### src/rtl/lsu_pkg.sv
// LSU shared definitions: op codes, funct3 sizes, FSM states.
// Helpers decode access size and alignment from funct3/addr.
package lsu_pkg;

  localparam logic [1:0] OP_ALU   = 2'b00;
  localparam logic [1:0] OP_LOAD  = 2'b01;
  localparam logic [1:0] OP_STORE = 2'b10;
  localparam logic [1:0] OP_RSVD  = 2'b11;

  localparam logic [2:0] F3_B  = 3'b000;
  localparam logic [2:0] F3_H  = 3'b001;
  localparam logic [2:0] F3_W  = 3'b010;
  localparam logic [2:0] F3_BU = 3'b100;
  localparam logic [2:0] F3_HU = 3'b101;

  typedef enum logic [1:0] {
    SZ_B,
    SZ_H,
    SZ_W
  } size_e;

  typedef enum logic [1:0] {
    ST_IDLE,
    ST_REQ,
    ST_WAIT
  } state_e;

  // Reserved funct3 codes (011/110/111) fall into the word bucket.
  function automatic size_e f3_size(
    input logic [2:0] f3
  );
    size_e s;
    unique case (f3[1:0])
      2'b00:   s = SZ_B;
      2'b01:   s = SZ_H;
      default: s = SZ_W;
    endcase
    return s;
  endfunction

  function automatic logic misaligned(
    input size_e      s,
    input logic [1:0] a
  );
    logic m;
    unique case (s)
      SZ_H:    m = a[0];
      SZ_W:    m = |a;
      default: m = 1'b0;
    endcase
    return m;
  endfunction

endpackage

### src/rtl/lsu_ld_align.sv
// Load alignment: picks byte/half lane from a memory word
// by addr[1:0] and sign- or zero-extends it per funct3.
import lsu_pkg::*;

module lsu_ld_align (
  input  logic [31:0] rdata,
  input  logic [1:0]  addr,
  input  logic [2:0]  funct3,
  output logic [31:0] ld_data
);

  logic [7:0]  byte_v;
  logic [15:0] half_v;
  logic        sgn;

  always_comb begin
    byte_v = 8'h00;
    unique case (addr)
      2'd0: byte_v = rdata[7:0];
      2'd1: byte_v = rdata[15:8];
      2'd2: byte_v = rdata[23:16];
      2'd3: byte_v = rdata[31:24];
      default: byte_v = 8'h00;
    endcase
  end

  assign half_v = addr[1] ? rdata[31:16] : rdata[15:0];

  // funct3[2] marks the unsigned variants (BU/HU).
  assign sgn = ~funct3[2];

  always_comb begin
    ld_data = rdata;
    unique case (f3_size(funct3))
      SZ_B: ld_data = {{24{sgn & byte_v[7]}}, byte_v};
      SZ_H: ld_data = {{16{sgn & half_v[15]}}, half_v};
      default: ld_data = rdata;
    endcase
  end

endmodule

### src/rtl/lsu.sv
// Load/store unit: accepts ops from decode, runs a
// req/gnt + rvld memory handshake, writes back to the RF.
// Ports: idu_* (op in), lsu_mem_*/mem_lsu_* (memory),
// lsu_rf_wb_* (writeback), lsu_excp_* (misalign report).
import lsu_pkg::*;

module lsu (
  input  logic        clk,
  input  logic        rst,
  input  logic        idu_lsu_vld,
  output logic        lsu_idu_rdy,
  input  logic [1:0]  idu_lsu_op,
  input  logic [2:0]  idu_lsu_funct3,
  input  logic [31:0] idu_lsu_addr,
  input  logic [31:0] idu_lsu_sdata,
  input  logic [31:0] idu_lsu_alu_res,
  input  logic [4:0]  idu_lsu_rd,
  output logic        lsu_mem_req,
  input  logic        mem_lsu_gnt,
  output logic        lsu_mem_we,
  output logic [31:0] lsu_mem_addr,
  output logic [31:0] lsu_mem_wdata,
  output logic [3:0]  lsu_mem_be,
  input  logic        mem_lsu_rvld,
  input  logic [31:0] mem_lsu_rdata,
  output logic        lsu_rf_wb_vld,
  output logic [4:0]  lsu_rf_wb_addr,
  output logic [31:0] lsu_rf_wb_data,
  output logic        lsu_excp_vld,
  output logic [31:0] lsu_excp_addr
);

  state_e state, state_n;

  logic [31:0] lat_addr;
  logic [1:0]  lat_off;
  logic [2:0]  lat_f3;
  logic [4:0]  lat_rd;
  logic        lat_we;
  logic [3:0]  lat_be;
  logic [31:0] lat_wdata;

  logic        fire;
  logic        is_mem;
  logic        is_st;
  logic        mis;
  logic        acc_pt;
  logic        acc_mem;
  logic        acc_exc;
  size_e       in_sz;
  logic [3:0]  st_be;
  logic [31:0] st_wdata;
  logic [31:0] ld_data;
  logic        ld_done;

  assign lsu_idu_rdy = (state == ST_IDLE);
  assign fire    = idu_lsu_vld & lsu_idu_rdy;
  assign is_st   = (idu_lsu_op == OP_STORE);
  assign is_mem  = is_st | (idu_lsu_op == OP_LOAD);
  assign in_sz   = f3_size(idu_lsu_funct3);
  assign mis     = misaligned(in_sz, idu_lsu_addr[1:0]);
  assign acc_pt  = fire & ~is_mem;
  assign acc_mem = fire & is_mem & ~mis;
  assign acc_exc = fire & is_mem & mis;
  assign ld_done = (state == ST_WAIT) & mem_lsu_rvld;

  always_comb begin
    st_be    = 4'b1111;
    st_wdata = idu_lsu_sdata;
    unique case (1'b1)
      in_sz == SZ_B: begin
        st_be    = 4'b0001 << idu_lsu_addr[1:0];
        st_wdata = {4{idu_lsu_sdata[7:0]}};
      end
      in_sz == SZ_H: begin
        st_be    = 4'b0011 << idu_lsu_addr[1:0];
        st_wdata = {2{idu_lsu_sdata[15:0]}};
      end
      default: begin
        st_be    = 4'b1111;
        st_wdata = idu_lsu_sdata;
      end
    endcase
  end

  lsu_ld_align u_ld_align (
    .rdata   (mem_lsu_rdata),
    .addr    (lat_off),
    .funct3  (lat_f3),
    .ld_data (ld_data)
  );

  always_ff @(posedge clk or posedge rst) begin
    if (rst) state <= ST_IDLE;
    else     state <= state_n;
  end

  always_comb begin
    state_n = state;
    unique case (state)
      ST_IDLE: if (acc_mem) state_n = ST_REQ;
      ST_REQ: begin
        if (mem_lsu_gnt)
          state_n = lat_we ? ST_IDLE : ST_WAIT;
      end
      ST_WAIT: if (mem_lsu_rvld) state_n = ST_IDLE;
      default: state_n = ST_IDLE;
    endcase
  end

  always_ff @(posedge clk or posedge rst) begin
    if (rst) begin
      lat_addr       <= '0;
      lat_off        <= '0;
      lat_f3         <= '0;
      lat_rd         <= '0;
      lat_we         <= 1'b0;
      lat_be         <= '0;
      lat_wdata      <= '0;
      lsu_rf_wb_vld  <= 1'b0;
      lsu_rf_wb_addr <= '0;
      lsu_rf_wb_data <= '0;
      lsu_excp_vld   <= 1'b0;
      lsu_excp_addr  <= '0;
    end else begin
      lsu_rf_wb_vld <= 1'b0;
      lsu_excp_vld  <= 1'b0;
      if (acc_mem) begin
        lat_addr  <= {idu_lsu_addr[31:2], 2'b00};
        lat_off   <= idu_lsu_addr[1:0];
        lat_f3    <= idu_lsu_funct3;
        lat_rd    <= idu_lsu_rd;
        lat_we    <= is_st;
        lat_be    <= is_st ? st_be : 4'b1111;
        lat_wdata <= is_st ? st_wdata : '0;
      end
      // x0 writes are dropped; wb_addr/data keep last value.
      if (acc_pt && idu_lsu_rd != 5'd0) begin
        lsu_rf_wb_vld  <= 1'b1;
        lsu_rf_wb_addr <= idu_lsu_rd;
        lsu_rf_wb_data <= idu_lsu_alu_res;
      end
      if (acc_exc) begin
        lsu_excp_vld  <= 1'b1;
        lsu_excp_addr <= idu_lsu_addr;
      end
      if (ld_done && lat_rd != 5'd0) begin
        lsu_rf_wb_vld  <= 1'b1;
        lsu_rf_wb_addr <= lat_rd;
        lsu_rf_wb_data <= ld_data;
      end
    end
  end

  assign lsu_mem_req   = (state == ST_REQ);
  assign lsu_mem_we    = lat_we;
  assign lsu_mem_addr  = lat_addr;
  assign lsu_mem_wdata = lat_wdata;
  assign lsu_mem_be    = lat_be;

endmodule

### config.mk
export PLATFORM = sky130hd
export DESIGN_NAME = lsu
export DESIGN_NICKNAME = d
export VERILOG_FILES = /design/src/rtl/lsu_pkg.sv /design/src/rtl/lsu_ld_align.sv /design/src/rtl/lsu.sv
export SDC_FILE = /design/constraint.sdc
export NUM_CORES = 1
export LEC_CHECK = 0
export CAP_MARGIN = 20
export CORE_MARGIN = 4
export CORE_UTILIZATION = 49
export CTS_BUF_LIST = sky130_fd_sc_hd__clkbuf_4 sky130_fd_sc_hd__clkbuf_8
export DETAILED_ROUTE_END_ITERATION = 16
export GPL_TIMING_DRIVEN = 0
export HOLD_SLACK_MARGIN = 0.1
export PLACE_DENSITY = 0.89
export SETUP_SLACK_MARGIN = 0.2
export SLEW_MARGIN = 20
export SYNTH_ARGS = -nofsm -noshare
export SYNTH_HDL_FRONTEND = slang
export SYNTH_SLANG_ARGS = --single-unit
### constraint.sdc
create_clock -name clk -period 15.1 [get_ports clk]
set_input_delay 2.265 -clock clk [delete_from_list [all_inputs] [get_ports clk]]
set_output_delay 2.265 -clock clk [all_outputs]
set_load 0.1 [all_outputs]
; ---- After elaboration in Yosys (flattened, before gate mapping)
; Index checks and enable logic that the tools add are counted.
[word_totals]
register_bits = 150
output_inout_bits = 142
[classes]
n_eq_ne = 15
shifts = 2
n_mux = 22
n_bitwise = 12
reduce_logical = 13
[ops]
columns = op, count
row1 = $pmux W32 S2, 2
row2 = $mux W32, 3
row3 = $pmux W8 S4, 1
row4 = $mux W16, 1
row5 = $eq A2 B1 Y1 const B, 7
row6 = $logic_not A2 Y1, 6
row7 = $eq A2 B2 Y1 const B, 5
row8 = $mux W5, 2
row9 = $reduce_bool A5 Y1, 2
row10 = $and A1 B1 Y1, 8
row11 = $mux W2, 4
row12 = $pmux W2 S2, 2
row13 = $pmux W4 S2, 1
row14 = $pmux W2 S3, 1
row15 = $mux W4, 1
row16 = $ne A2 B1 Y1 const B, 2
row17 = $shl A1 B2 Y4 const A, 1
row18 = $shl A2 B2 Y4 const A, 1
row19 = $mux W1, 3
row20 = $not A1 Y1, 3
row21 = $reduce_and A3 Y1, 1
row22 = $logic_and A1 B1 Y1, 2
row23 = $ne A2 B2 Y1 const B, 1
row24 = $pmux W1 S2, 1
row25 = other kinds (3), 3

; ---- Depth between registers and ports, before layout
; Gate-level depths: netlist (run 1).
[logic_depth]
depth_word = 8
mapped_depth = 8
mapped_depth_nobuf = 6

; ---- By module
; Synthesis (run 1) repeated with hierarchy kept, for this count alone.
[unflattened]
hier_cells = 702
area_unflattened_um2 = 7409.6
[modules_own_cells]
columns = module, n_inst, cells_each, area_each_um2, seq_area_each_um2
row1 = lsu, 1, 569, 6426.2, 3753.6
row2 = lsu_ld_align, 1, 133, 983.4, 0.0

; ---- Worst setup path before layout (run 1)
; No wires, ideal clock.
[synth_timing]
path_type = reg-to-output
start = reg state[0]
end = out lsu_idu_rdy
t_arrival_ps = 1680
slack_ps = 11155
stages_incl_launch_ff = 2
path_buffers = 0
path_cell_list = dfrtp_1 nor2_1
[synth_between]
elab_chain_cells = 1
[synth_lines]
columns = element, line_no
row1 = start: declaration, lsu.sv:33  ; state_e state, state_n;
row2 = start signal: assignment, lsu.sv:95  ; else state <= state_n;
row3 = $logic_not A2 Y1, lsu.sv:56  ; assign lsu_idu_rdy = (state == ST_IDLE);
row4 = end: declaration, lsu.sv:11  ; output logic lsu_idu_rdy,
; Every way passes these cells.

; ---- Final worst setup path (run 1)
[layout_timing]
start = reg state[1]
end = out lsu_mem_req
[layout_between]
elab_chain_cells = 1
[layout_lines]
columns = element, line_no
row1 = $eq A2 B1 Y1, lsu.sv:155  ; assign lsu_mem_req = (state == ST_REQ);
row2 = end: declaration, lsu.sv:18  ; output logic lsu_mem_req,
; Every way passes these cells.

==> results of run 1 <==
## layout make-up
cell class | count | area, um^2 | share of cell area (%)
clock buffers | 17 | 234 | 2.19
inverters | 11 | 48.8 | 0.458
clock inverters | 15 | 169 | 1.58
plain buffers | 51 | 295 | 2.77
flip-flops and latches | 150 | 3750 | 35.2
multi-input cells | 433 | 3090 | 29.0
well taps | 180 | 225 | 2.11
repair buffers | 282 | 2840 | 26.6
## cells in the final DEF, fill, tap and decap left out, types with 23 or more instances in the layout
cell and instances:
buf_2 23, clkdlybuf4s50_1 281, dfrtp_1 150, mux2_2 71
mux2i_1 37, nand2_1 91, nand3_1 26, o211ai_1 23
o21ai_0 40
## worst min path at each step
stage	from	end	slack [ns]	cells after the start
2_1_floorplan	lat_rd[1]	lsu_rf_wb_addr[1]	0.50	2
3_3_place_gp	lsu_mem_wdata[21]	lsu_mem_wdata[21]	0.46	2
3_5_place_dp	lsu_mem_wdata[21]	lsu_mem_wdata[21]	0.46	2
4_1_cts	lsu_mem_wdata[21]	lsu_mem_wdata[21]	0.49	2
5_1_grt	lsu_mem_wdata[9]	lsu_mem_wdata[9]	0.50	2
6_report	lsu_mem_wdata[21]	lsu_mem_wdata[21]	0.48	2
## registers in the layout, indices dropped and copies added, names as in the netlist, 2 cells and up
name,cells
lsu_mem_wdata,32
state,2
lsu_excp_addr,32
lat_off,2
lat_rd,5
lsu_mem_be,4
lsu_rf_wb_addr,5
lat_f3,3
lsu_mem_addr,30
lsu_rf_wb_data,32
## routing by layer
| metal | track usage, % | vias up | share of wire [%] |
|---|---|---|---|
| met5 | 0 | - | 0 |
| met4 | 12.4 | 0 | 3.6 |
| met3 | 11.4 | 68 | 12 |
| met2 | 49.5 | 389 | 48 |
| met1 | 33.4 | 3091 | 37 |
| li1 | - | 2925 | - |
## worst min-delay path: cells and delay by family, from the launching register on
family | cells | cell delay, ns
compound gates | 1 | 0.05
simple gates | 1 | 0.05
flops | 1 | 0.35
## metrics by stage
step	cells	util, %
after floorplan	645	-
after global placement	1106	72.5
after detailed placement	1107	72.8
after CTS	1139	75.6
after global routing	1139	75.6
final	1139	75.6
## logic make-up (layout without fill, tap and decap cells)
family / Yosys count / in the layout / synth area share, %
other: 1 / 2 / 0.0522
DFF: 150 / 150 / 52.3
AOI/OAI and AO/OA: 144 / 144 / 13.9
and+or+nand+nor: 173 / 173 / 11.8
adders and majority gates: 1 / 1 / 0.174
buffers and inverters: 62 / 376 / 4.69
muxes: 113 / 113 / 17.1
==> reports/results.ini, run 1 <==
[status]
outcome = finished, final reports clean

[critical_path]
critPathTopFamily = buffers and inverters
max_stage_delay_ns = 1.17
worstPathCellList = nand2b_1 > inv_1 > clkdlybuf4s50_1
crit_path_start_kind = register
endpoint = lsu_mem_req
crit_start = state[1]
crit_type = register to primary output
slowest_stage = clkdlybuf4s50_1
path_depth = 3
worst-path-buf-inv = 2
r2r_slack_ns = 13.04
endpoint_kind = primary output
worst_r2r_path_depth = 5
arrival_ns = 2.33
crit_fanout = 6
timing.rr.start = lat_f3[1]
cp_data_required_time_ns = 12.84
r2r-end = lsu_rf_wb_data[19]

[yosys]
synth_warnings = 0
synth_edf_count = 0
synth_top_flop_cell = dfrtp_1
yosysSeqAreaShare_pct = 52.3
ys_top_cells_by_count = 150 x dfrtp_1, 91 x nand2_1, 71 x mux2_2, 40 x o21ai_0, 37 x mux2i_1
ys_top_cells_by_area = dfrtp_1 52%, mux2_2 11%, mux2i_1 5.2%
synth-seq-cells = 150
synth_area_um2 = 7180
async_flop_share_pct = 100
avgSynthCellArea_um2 = 11.2
synth_top_cell_by_area = dfrtp_1
netlist_instances = 644
synth_cell_types = 44
synthMostInstantiatedCell = dfrtp_1
synth_top_area_share_pct = 52.3

[global_route]
grt_pass1_wl_um = 37500
antenna_found_initial = 1
grtUsageTotal_pct = 29.4
grt_max_degree = 93
grt_overflow_total = 0
grt_pass1_vias = 6770

[route]
ant_nets = 0
dr_total_vias = 6473
drtIter0Drc = 623
detail_route.wl_per_cell_um = 21.6
drt_first_pass_iters = 5
viasPerCell = 5.68
wirelength_um = 24600
drc = 0

[sta]
rsz0062_at_grt = no
finalHoldViolations = 0
period_minus_slack_ns = 4.60
drv_slew = 0
clock_skew_ns = 0.0125
holdWs_ns = 0.481
setup_ws_ns = 10.50
setup_violations = 0
worst_slew_pin_slew_ns = 1.06
finalCritPeriodShare_pct = 30.4
max_slew_margin_pct = 29.2
fmax_ghz = 0.218
fin_setup_tns_ns = 0

[job]
cap_violations = 0

[clock_tree]
ctsHoldBuffers = 0
root_buffer = clkbuf_8
numCtsBuffers = 17
path_clk_slew_ns = 0.09
clk-insertion-delay-late_ns = 0.45
ctsResizeCount = 0
clock_sinks = 150
post_cts_buffers = 0
h-tree-depth = 4
clock_path_buffers = 2
cts_tree = done

[hold_path]
hold_class = register to register

[layout]
fin_nets = 1090
drive_gt1_share_pct = 17.1
finish.instance_area_um2 = 10700
syn2layout_area_growth_pct = 48.5
nFillCells = 948
insertedDiodeCount = 0

[floorplan]
pin_count = 285
die-area_um2 = 16700
coreArea_um2 = 14100
die_x_um = 129
fp.dieH_um = 129
std_cell_rows = 43
initial_core_util_pct = 50.9

[placement]
placedInstanceArea_um2 = 10300
port_buffers = 281
place_congestion = 0.944
hpwl_um = 18400
dp_slack_ns = 10.40

Power of run 1 is left out: the tool's default activity adds up to more than one toggle a clock period on the data nets, which glitch-free logic cannot reach.
==> inputs of run 2 (changes only) <==
Settings changed: CORE_UTILIZATION 49 to 45, PLACE_DENSITY 0.89 to 0.83.
Clock period 15.1 ns to 4.4 ns, I/O delays scaled along.
==> reports/results.ini, run 2 (same netlist as run 1, synthesis figures left out) <==
[sta]
clock_skew_ns = 0.0155  ; was 0.0125 ns
finalHoldViolations = 0  ; unchanged
worst_slew_pin_slew_ns = 1.07  ; was 1.06 ns
period_minus_slack_ns = 2.94
max_slew_margin_pct = 28.2  ; was 29.2%
fin_setup_tns_ns = 0  ; unchanged
fmax_ghz = 0.340
setup_violations = 0  ; unchanged
drv_slew = 0  ; unchanged
finalCritPeriodShare_pct = 66.9
rsz0062_at_grt = no  ; unchanged

[route]
wirelength_um = 23800  ; was 24600 um
drtIter0Drc = 465  ; was 623
drc = 0  ; unchanged
dr_total_vias = 6375  ; was 6473
viasPerCell = 5.44  ; was 5.68
drt_first_pass_iters = 5  ; unchanged
detail_route.wl_per_cell_um = 20.3  ; was 21.6 um
ant_nets = 0  ; unchanged

[layout]
multiInputGateArea_um2 = 3090  ; unchanged
syn2layout_area_growth_pct = 49.4  ; was 48.5%
nFillCells = 1198  ; was 948
final_common_cell = clkdlybuf4s50_1  ; unchanged
drive_gt1_share_pct = 17.2  ; was 17.1%
insertedDiodeCount = 0  ; unchanged
seqCellArea_um2 = 3750  ; unchanged
final_util_pct = 69.5  ; was 75.6%
final_cell_mix = 281 x clkdlybuf4s50_1, 150 x dfrtp_1, 91 x nand2_1, 71 x mux2_2, 40 x o21ai_0  ; unchanged
fin_nets = 1093  ; was 1090

[critical_path]
crit_fanout = 6  ; unchanged
crit_path_start_kind = register  ; unchanged
r2r-end = lsu_rf_wb_data[19]  ; unchanged
crit_type = register to primary output  ; unchanged
cp_data_required_time_ns = 3.74  ; was 12.84 ns
endpoint_kind = primary output  ; unchanged
timing.rr.start = lat_f3[1]  ; unchanged
r2r_slack_ns = 2.31  ; was 13.04 ns
worst_r2r_path_depth = 5  ; unchanged
endpoint = lsu_mem_req  ; unchanged
arrival_ns = 2.28  ; was 2.33 ns
crit_start = state[1]  ; unchanged

[clock_tree]
root_buffer = clkbuf_8  ; unchanged
post_cts_buffers = 0  ; unchanged
path_clk_slew_ns = 0.08  ; was 0.09 ns
h-tree-depth = 4  ; unchanged
ctsResizeCount = 0  ; unchanged
ctsHoldBuffers = 0  ; unchanged
clk-insertion-delay-late_ns = 0.44  ; was 0.45 ns
clock_sinks = 150  ; unchanged
clock_path_buffers = 2  ; unchanged
cts_tree = done  ; unchanged
numCtsBuffers = 17  ; unchanged

[placement]
place_congestion = 0.960  ; was 0.944
hpwl_um = 18400  ; about the same
port_buffers = 281  ; unchanged

[floorplan]
std_cell_rows = 45  ; was 43
fp.dieH_um = 134  ; was 129 um
initial_core_util_pct = 46.5  ; was 50.9%
die-area_um2 = 18000  ; was 16700 um^2
coreArea_um2 = 15400  ; was 14100 um^2
pin_count = 285  ; unchanged
die_x_um = 134  ; was 129 um

[global_route]
grt_pass1_wl_um = 37000  ; was 37500 um
grt_overflow_total = 0  ; unchanged
grt_max_degree = 35  ; was 93
grtUsageTotal_pct = 26.3  ; was 29.4%
antenna_found_initial = 0  ; was 1
grt_pass1_vias = 6631  ; was 6770

[hold_path]
hold_class = register to register  ; unchanged
hold_start = lsu_mem_wdata[17]  ; was lsu_mem_wdata[21]

[status]
outcome = finished, final reports clean  ; unchanged

[job]
cap_violations = 0  ; unchanged

==> run 2: changes by cell type in the layout (fill, tap and decap cells not counted), sizes merged <==
cell      change
clkbuf        +2
clkinvlp      +1
buf           +3
clkinv        +1
inv           -6
==> run 2: area by class of cell <==
type                    count  share of cell area [%]
inverters                  11                   0.420
clock inverters            11                    1.20
multi-input cells         433                    28.8
well taps                 211                    2.46
clock buffers              19                    2.38
flip-flops and latches    150                    35.0
repair buffers            285                    27.0
plain buffers              51                    2.75
==> run 2: worst min path at each step <==
stage                        endpoint  slack (ns)  depth (start not counted)
floorplan           lsu_rf_wb_addr[1]        0.50                          2
global placement    lsu_mem_wdata[16]        0.46                          2
detailed placement  lsu_mem_wdata[10]        0.46                          2
CTS                 lsu_mem_wdata[10]        0.48                          2
global route         lsu_mem_wdata[1]        0.50                          2
finish              lsu_mem_wdata[17]        0.48                          2
==> run 2: critical path, stage by stage (launching register included) <==
cell	delay (ns)
dfrtp_1	0.43
nand2b_1	0.19
inv_1	0.06
clkdlybuf4s50_1	1.16
==> run 2: metrics by stage <==
stage               setup slack [ns]  instance area (um^2)  instances  hold WS [ns]
detailed placement              1.33                 10300       1141         0.465
finish                          1.46                 10700       1171         0.479
floorplan                       1.85                  7190        645         0.502
global route                    1.34                 10700       1171         0.501
CTS                             1.41                 10700       1171         0.482
global placement               0.496                 10300       1137         0.460
==> run 2: per-layer routing <==
metal / up-vias / wire length (um) / share of wire, % / global-route usage [%]
met3: 43 / 2630 / 11 / 10.4
met1: 3083 / 9110 / 38 / 31.3
met5: - / 0 / 0 / 0
met2: 322 / 11500 / 48 / 43.4
li1: 2927 / - / - / -
met4: 0 / 595 / 2.5 / 9.56
Power of run 2 is left out for the same reason.
==> RTL change 1 (settings of run 2) <==
Re-encode `state_e` (3 states) as one-hot, 3 bits wide.
--- a/src/rtl/lsu_pkg.sv
+++ b/src/rtl/lsu_pkg.sv
@@ -20,8 +20,8 @@
   } size_e;
 
-  typedef enum logic [1:0] {
-    ST_IDLE,
-    ST_REQ,
-    ST_WAIT
+  typedef enum logic [2:0] {
+    ST_IDLE = 3'b001,
+    ST_REQ  = 3'b010,
+    ST_WAIT = 3'b100
   } state_e;
 
Behaviour: same outputs for any inputs over 4 cycles, from zero or initial values and one cycle with rst high; so few cycles prove little.
==> RTL change 1 against run 2 <==
  * Via count fell by 2.0%
  * Count of clock-buffer cells in the layout fell by 2
  * Setup slack got worse by 0.39 ns
  * Synthesized area fell by 1.5%
  * Non-clock buffer count fell by 2
  * Clock skew fell by 0.0030 ns
  * Routed wire length fell by 2.4%
  * Design area fell by 0.50%
  * Sequential cell count rose by 1
  * Critical path type unchanged
Power is not shown: default switching activity piles up to over one toggle a cycle in this logic, so the estimate is an artifact.
==> RTL change 1: results (changes against run 2) <==
* Max incr delay on CP at 1.27 ns (+0.11 ns)
* Number of fillers in the final layout at 1136 (-5.2%)
* ClkCell Share at 0.0391 (+0.00334)
* Vias in the first global route at 6454 (-2.7%)
* Comb_multi_in at 403 (-6.9%)
* Worst-skew pair later-pin latency at 0.47 ns (+0.03 ns)
* GRT met2 Usage at 0.446 (+0.0123)
* Initial DRC count at 378 (-19%)
* Met3 WL at 1.94 mm (-26%)
* Proportion of layout cells with a drive suffix above 1 at 0.159 (-0.0125)
* Final non-clock buffer share at 0.297 (about the same)
* Final nets at 1066 (-2.5%)
* Non-clk invs at 15 (+4)
* Grt met3 use at 0.0876 (-0.0159)
* Routed via count at 6248 (-2.0%)
* Clock sink count at 151 (+0.67%)
* Slew @ Worst Pin at 1.04 ns (-0.0373 ns)
* Outcome: complete, no violations
* Count of non-CTS buffers in the layout at 334 (-0.60%)
* Total track usage at 0.263 (about the same)
* Layout clock buffers at 17 (-2)
* Post-Route WL at 23.2 mm (-2.4%)
* Met2 Wirelength at 11.5 mm (+0.71%)
* Crit-path max FO at 5 (-1)
* Multi-input gate area at 2980 um2 (-3.6%)
* Top cells by area, synth: dfrtp_1 53%, mux2_2 11%, mux2i_1 5.4%
* PortBufs at 280 (-0.36%)
* Remaining Overflow, GRT at 0 (unchanged)
* Met1 wire length at 9.17 mm (+0.75%)
* Distinct cells, synth at 61 (+39%)
* Register area share after synthesis at 0.534 (+0.0115)
* Grt met1 use at 0.316 (+0.00295)
* Arrival time worst endpoint at 2.68 ns (+0.40 ns)
* Largest net degree at the start of global routing at 36 (+2.9%)
* Register area at 3780 um2 (+0.70%)
* GPL Wtd Cong at 0.896 (-6.6%)
* Hold crit path type: flip-flop to flip-flop
RTL change 1: kinds of logic (layout without fill, tap and decap cells):
kind of cell,after synthesis,in the layout,synth area share
buffers and inverters,64,381,0.0446
multiplexers,112,112,0.172
flip-flops,151,151,0.534
other,1,2,0.000530
AND/OR/NAND/NOR,140,140,0.0974
adder cells (fa/ha/maj),1,1,0.00177
AO/OA/AOI/OAI,148,148,0.150
RTL change 1: stage by stage:
stage | setup WS (ns) | hold WS [ns] | instance area [um2] | cells
after CTS | 1.05 | 0.485 | 10700 | 1146
after global routing | 0.981 | 0.502 | 10700 | 1146
after global placement | 0.489 | 0.458 | 10100 | 1109
after detailed placement | 1.45 | 0.465 | 10300 | 1114
final | 1.06 | 0.482 | 10700 | 1146
after floorplan | 0.914 | 0.503 | 7080 | 618
RTL change 1: worst register-to-register path: cells and delay by family (launching register included):
family | cells | cell delay [ns]
buf+inv | 2 | 0.62
simple gates | 3 | 0.75
compound gates | 1 | 0.09
flops | 1 | 0.56
RTL change 1: worst paths after layout:
| check | startpoint | endpoint | slack, ns | depth (start not counted) |
|---|---|---|---|---|
| max reg2reg | state[0]$_DFFE_PP1P_ | lat_f3[1]$_DFFE_PP0P_ | 2.26 | 6 |
| min in group asynchronous | rst | lat_f3[2]$_DFFE_PP0P_ | 0.56 | 2 |
| min reg2reg | lsu_mem_wdata[22]$_DFFE_PP0P_ | lsu_mem_wdata[22]$_DFFE_PP0P_ | 0.48 | 2 |
| min | lsu_mem_wdata[22]$_DFFE_PP0P_ | lsu_mem_wdata[22]$_DFFE_PP0P_ | 0.48 | 2 |
| max in group asynchronous | rst | lsu_mem_addr[20]$_DFFE_PP0P_ | 2.90 | 5 |
| max | state[0]$_DFFE_PP1P_ | lsu_idu_rdy | 1.06 | 2 |
==> RTL change 2 (flow settings as in run 2) <==
Without the edit above. Reset style: synchronous (`rst`), changed in 2 clocked blocks.
--- a/src/rtl/lsu.sv
+++ b/src/rtl/lsu.sv
@@ -91,5 +91,5 @@
   );
 
-  always_ff @(posedge clk or posedge rst) begin
+  always_ff @(posedge clk) begin
     if (rst) state <= ST_IDLE;
     else     state <= state_n;
@@ -109,5 +109,5 @@
   end
 
-  always_ff @(posedge clk or posedge rst) begin
+  always_ff @(posedge clk) begin
     if (rst) begin
       lat_addr       <= '0;
Function: differs if rst is asserted again (counterexample within 4 cycles, from zero or initial values and one cycle with rst high); with rst held inactive, the same outputs for 4 cycles.
==> RTL change 2 against run 2 <==
  * Sequential cell count stayed put
  * Synthesized area is 5.1% lower
  * Routed wire length is 11% higher
  * Non-clock buffer count is 27 higher
  * Setup slack worse by 0.035 ns
  * Design area is 4.5% lower
  * Largest cell class is now multi-input gates
  * Highest routed layer is now met5
==> RTL change 2: results (changes against run 2) <==
* Slew @ Worst Pin at 1.10 ns (+0.0259 ns)
* Vias in the first global route at 7310 (+10%)
* VDD IR max at 0.000244 V
* CTS clk-pin slew, worst paths at 0.09 ns
* Clock root buffer: clkbuf_8
* Largest net degree at the start of global routing at 17 (-51%)
* Arrival time worst endpoint at 3.30 ns (+1.02 ns)
* First-pass GRT wire length at 38.8 mm (+4.8%)
* Worst-skew pair later-pin latency at 0.46 ns (+0.02 ns)
* Fin Hold WS at 0.454 ns (-0.0250 ns)
* Htree depth at 4 (unchanged)
* Cell leakage power at 3.45 nW
* Reg2Reg Setup Slack at 1.74 ns (-0.57 ns)
* Pre-antenna DRT Iters at 7 (+2)
* Resized Gates After CTS at 0 (unchanged)
* Ys flop type: dfxtp_1
* Synth Area in Compound Gates at 0.230 (+0.0910)
* Mean post-synth cell area at 7.84 um2 (-30%)
* Clock Path Buffers at 2 (unchanged)
* Warnings, synthesis at 0 (unchanged)
* Mux contribution to synthesized area at 0.0476 (-0.124)
* Synth Area in Adders at 0.00184 (+0.0000937)
* XOR/XNOR Fraction of Synth Area at 0 (unchanged)
* Hold crit path type: flip-flop to flip-flop
* Ant diodes at 0 (unchanged)
* Asr flop ratio synth at 0 (-1.00)
* Total track usage at 0.295 (+0.0316)
* Final Skew at 0.0128 ns (-0.00273 ns)
* Top cells by area, synth: dfxtp_1 44%, nand2_1 11%, a21oi_1 11%
* Total CTS buffers at 17 (unchanged)
* Commonest cells in the netlist: 200 x nand2_1, 150 x dfxtp_1, 143 x a21oi_1
* Post-CTS Setup Repair Bufs at 0 (unchanged)
* PortBufs at 280 (-0.36%)
* Crit-path max FO at 10 (+4)
* Non-filler cells, final at 1366 (+17%)
* Initial DRC count at 496 (+6.7%)
* Placed cell count at 1334 (+17%)
* Register area share after synthesis at 0.441 (-0.0820)
* Post-DR wirelength/cell at 19.3 um (-5.0%)
* Detail Placement HPWL at 20.1 mm (+9.6%)
* Drt via density at 5.57 (+2.3%)
* Initial antenna violation count at 1 (+1)
* Proportion of layout cells with a drive suffix above 1 at 0.0584 (-0.113)
* GPL Wtd Cong at 1.00 (+4.5%)
* Distinct cells, synth at 50 (+14%)
* Outcome: complete, no violations
-- RTL change 2: cell types whose count changed in the layout (fill, tap and decap cells not counted), sizes merged, moves of 29 or more --
cell	delta
mux2	-57
a21oi	+133
o21ai	-29
dfrtp	-150
dfxtp	+150
buf	-29
nand2	+109
clkbuf	+56
-- RTL change 2: critical path, cell delays in order --
cell	delay (ns)
clkdlybuf4s50_1	0.45
inv_1	0.04
ha_1	0.34
nor4b_1	0.68
nand3_1	0.23
clkbuf_1	0.32
clkbuf_1	0.36
nand2_1	0.16
a21oi_1	0.07
-- RTL change 2: area by class of cell --
type / count / area (um2)
plain buffers: 83 / 342
clock buffers: 18 / 248
clock inverters: 14 / 139
fillers: 1218 / 4460
inverters: 30 / 113
multi-input cells: 607 / 3370
flip-flops and latches: 150 / 3000
well taps: 184 / 230
repair buffers: 280 / 2800
-- RTL change 2: where the power goes --
group | internal, mW | total (mW) | switching, mW
clock | 0.477 | 1.06 | 0.583
sequential | 1.42 | 1.45 | 0.0333
combinational | 0.302 | 0.982 | 0.680
total | 2.19 | 3.49 | 1.30
-- RTL change 2: final timing paths --
kind,startpoint,endpoint,cells past startpoint
max reg2reg,lat_f3[1]$_SDFFE_PP0P_,lsu_rf_wb_data[29]$_SDFFE_PP0P_,6
min,lsu_mem_wdata[5]$_SDFFE_PP0P_,lsu_mem_wdata[5]$_SDFFE_PP0P_,2
min reg2reg,lsu_mem_wdata[5]$_SDFFE_PP0P_,lsu_mem_wdata[5]$_SDFFE_PP0P_,2
max,idu_lsu_op[0],lsu_mem_wdata[3]$_SDFFE_PP0P_,9
-- RTL change 2: metrics by stage --
| stage | instance area, um2 | worst slack [ns] | utilization |
|---|---|---|---|
| 5_1_grt | 10200 | 1.23 | 0.697 |
| 3_3_place_gp | 9850 | 1.01 | 0.670 |
| 4_1_cts | 10200 | 1.39 | 0.697 |
| 6_report | 10200 | 1.42 | 0.697 |
| 2_1_floorplan | 6820 | 1.95 | - |
| 3_5_place_dp | 9860 | 0.993 | 0.670 |
-- RTL change 2: logic make-up (layout without fill, tap and decap cells) --
group                    count (synthesis)  after routing
buffers and inverters                  113            425
adder cells (fa/ha/maj)                  1              1
AO/OA/AOI/OAI                          248            248
AND/OR/NAND/NOR                        326            326
other                                    1              2
multiplexers                            30             30
flip-flops                             150            150
-- RTL change 2: layer usage --
layer  global-route usage  share of wire  wire length [um]  up-vias
met4                0.129          0.039              1040        2
met5                    0        0.00030                 8        -
met2                0.488           0.46             12200      383
met3                0.105           0.11              2870       60
met1                0.344           0.39             10200     3537
li1                     -              -                 -     3626
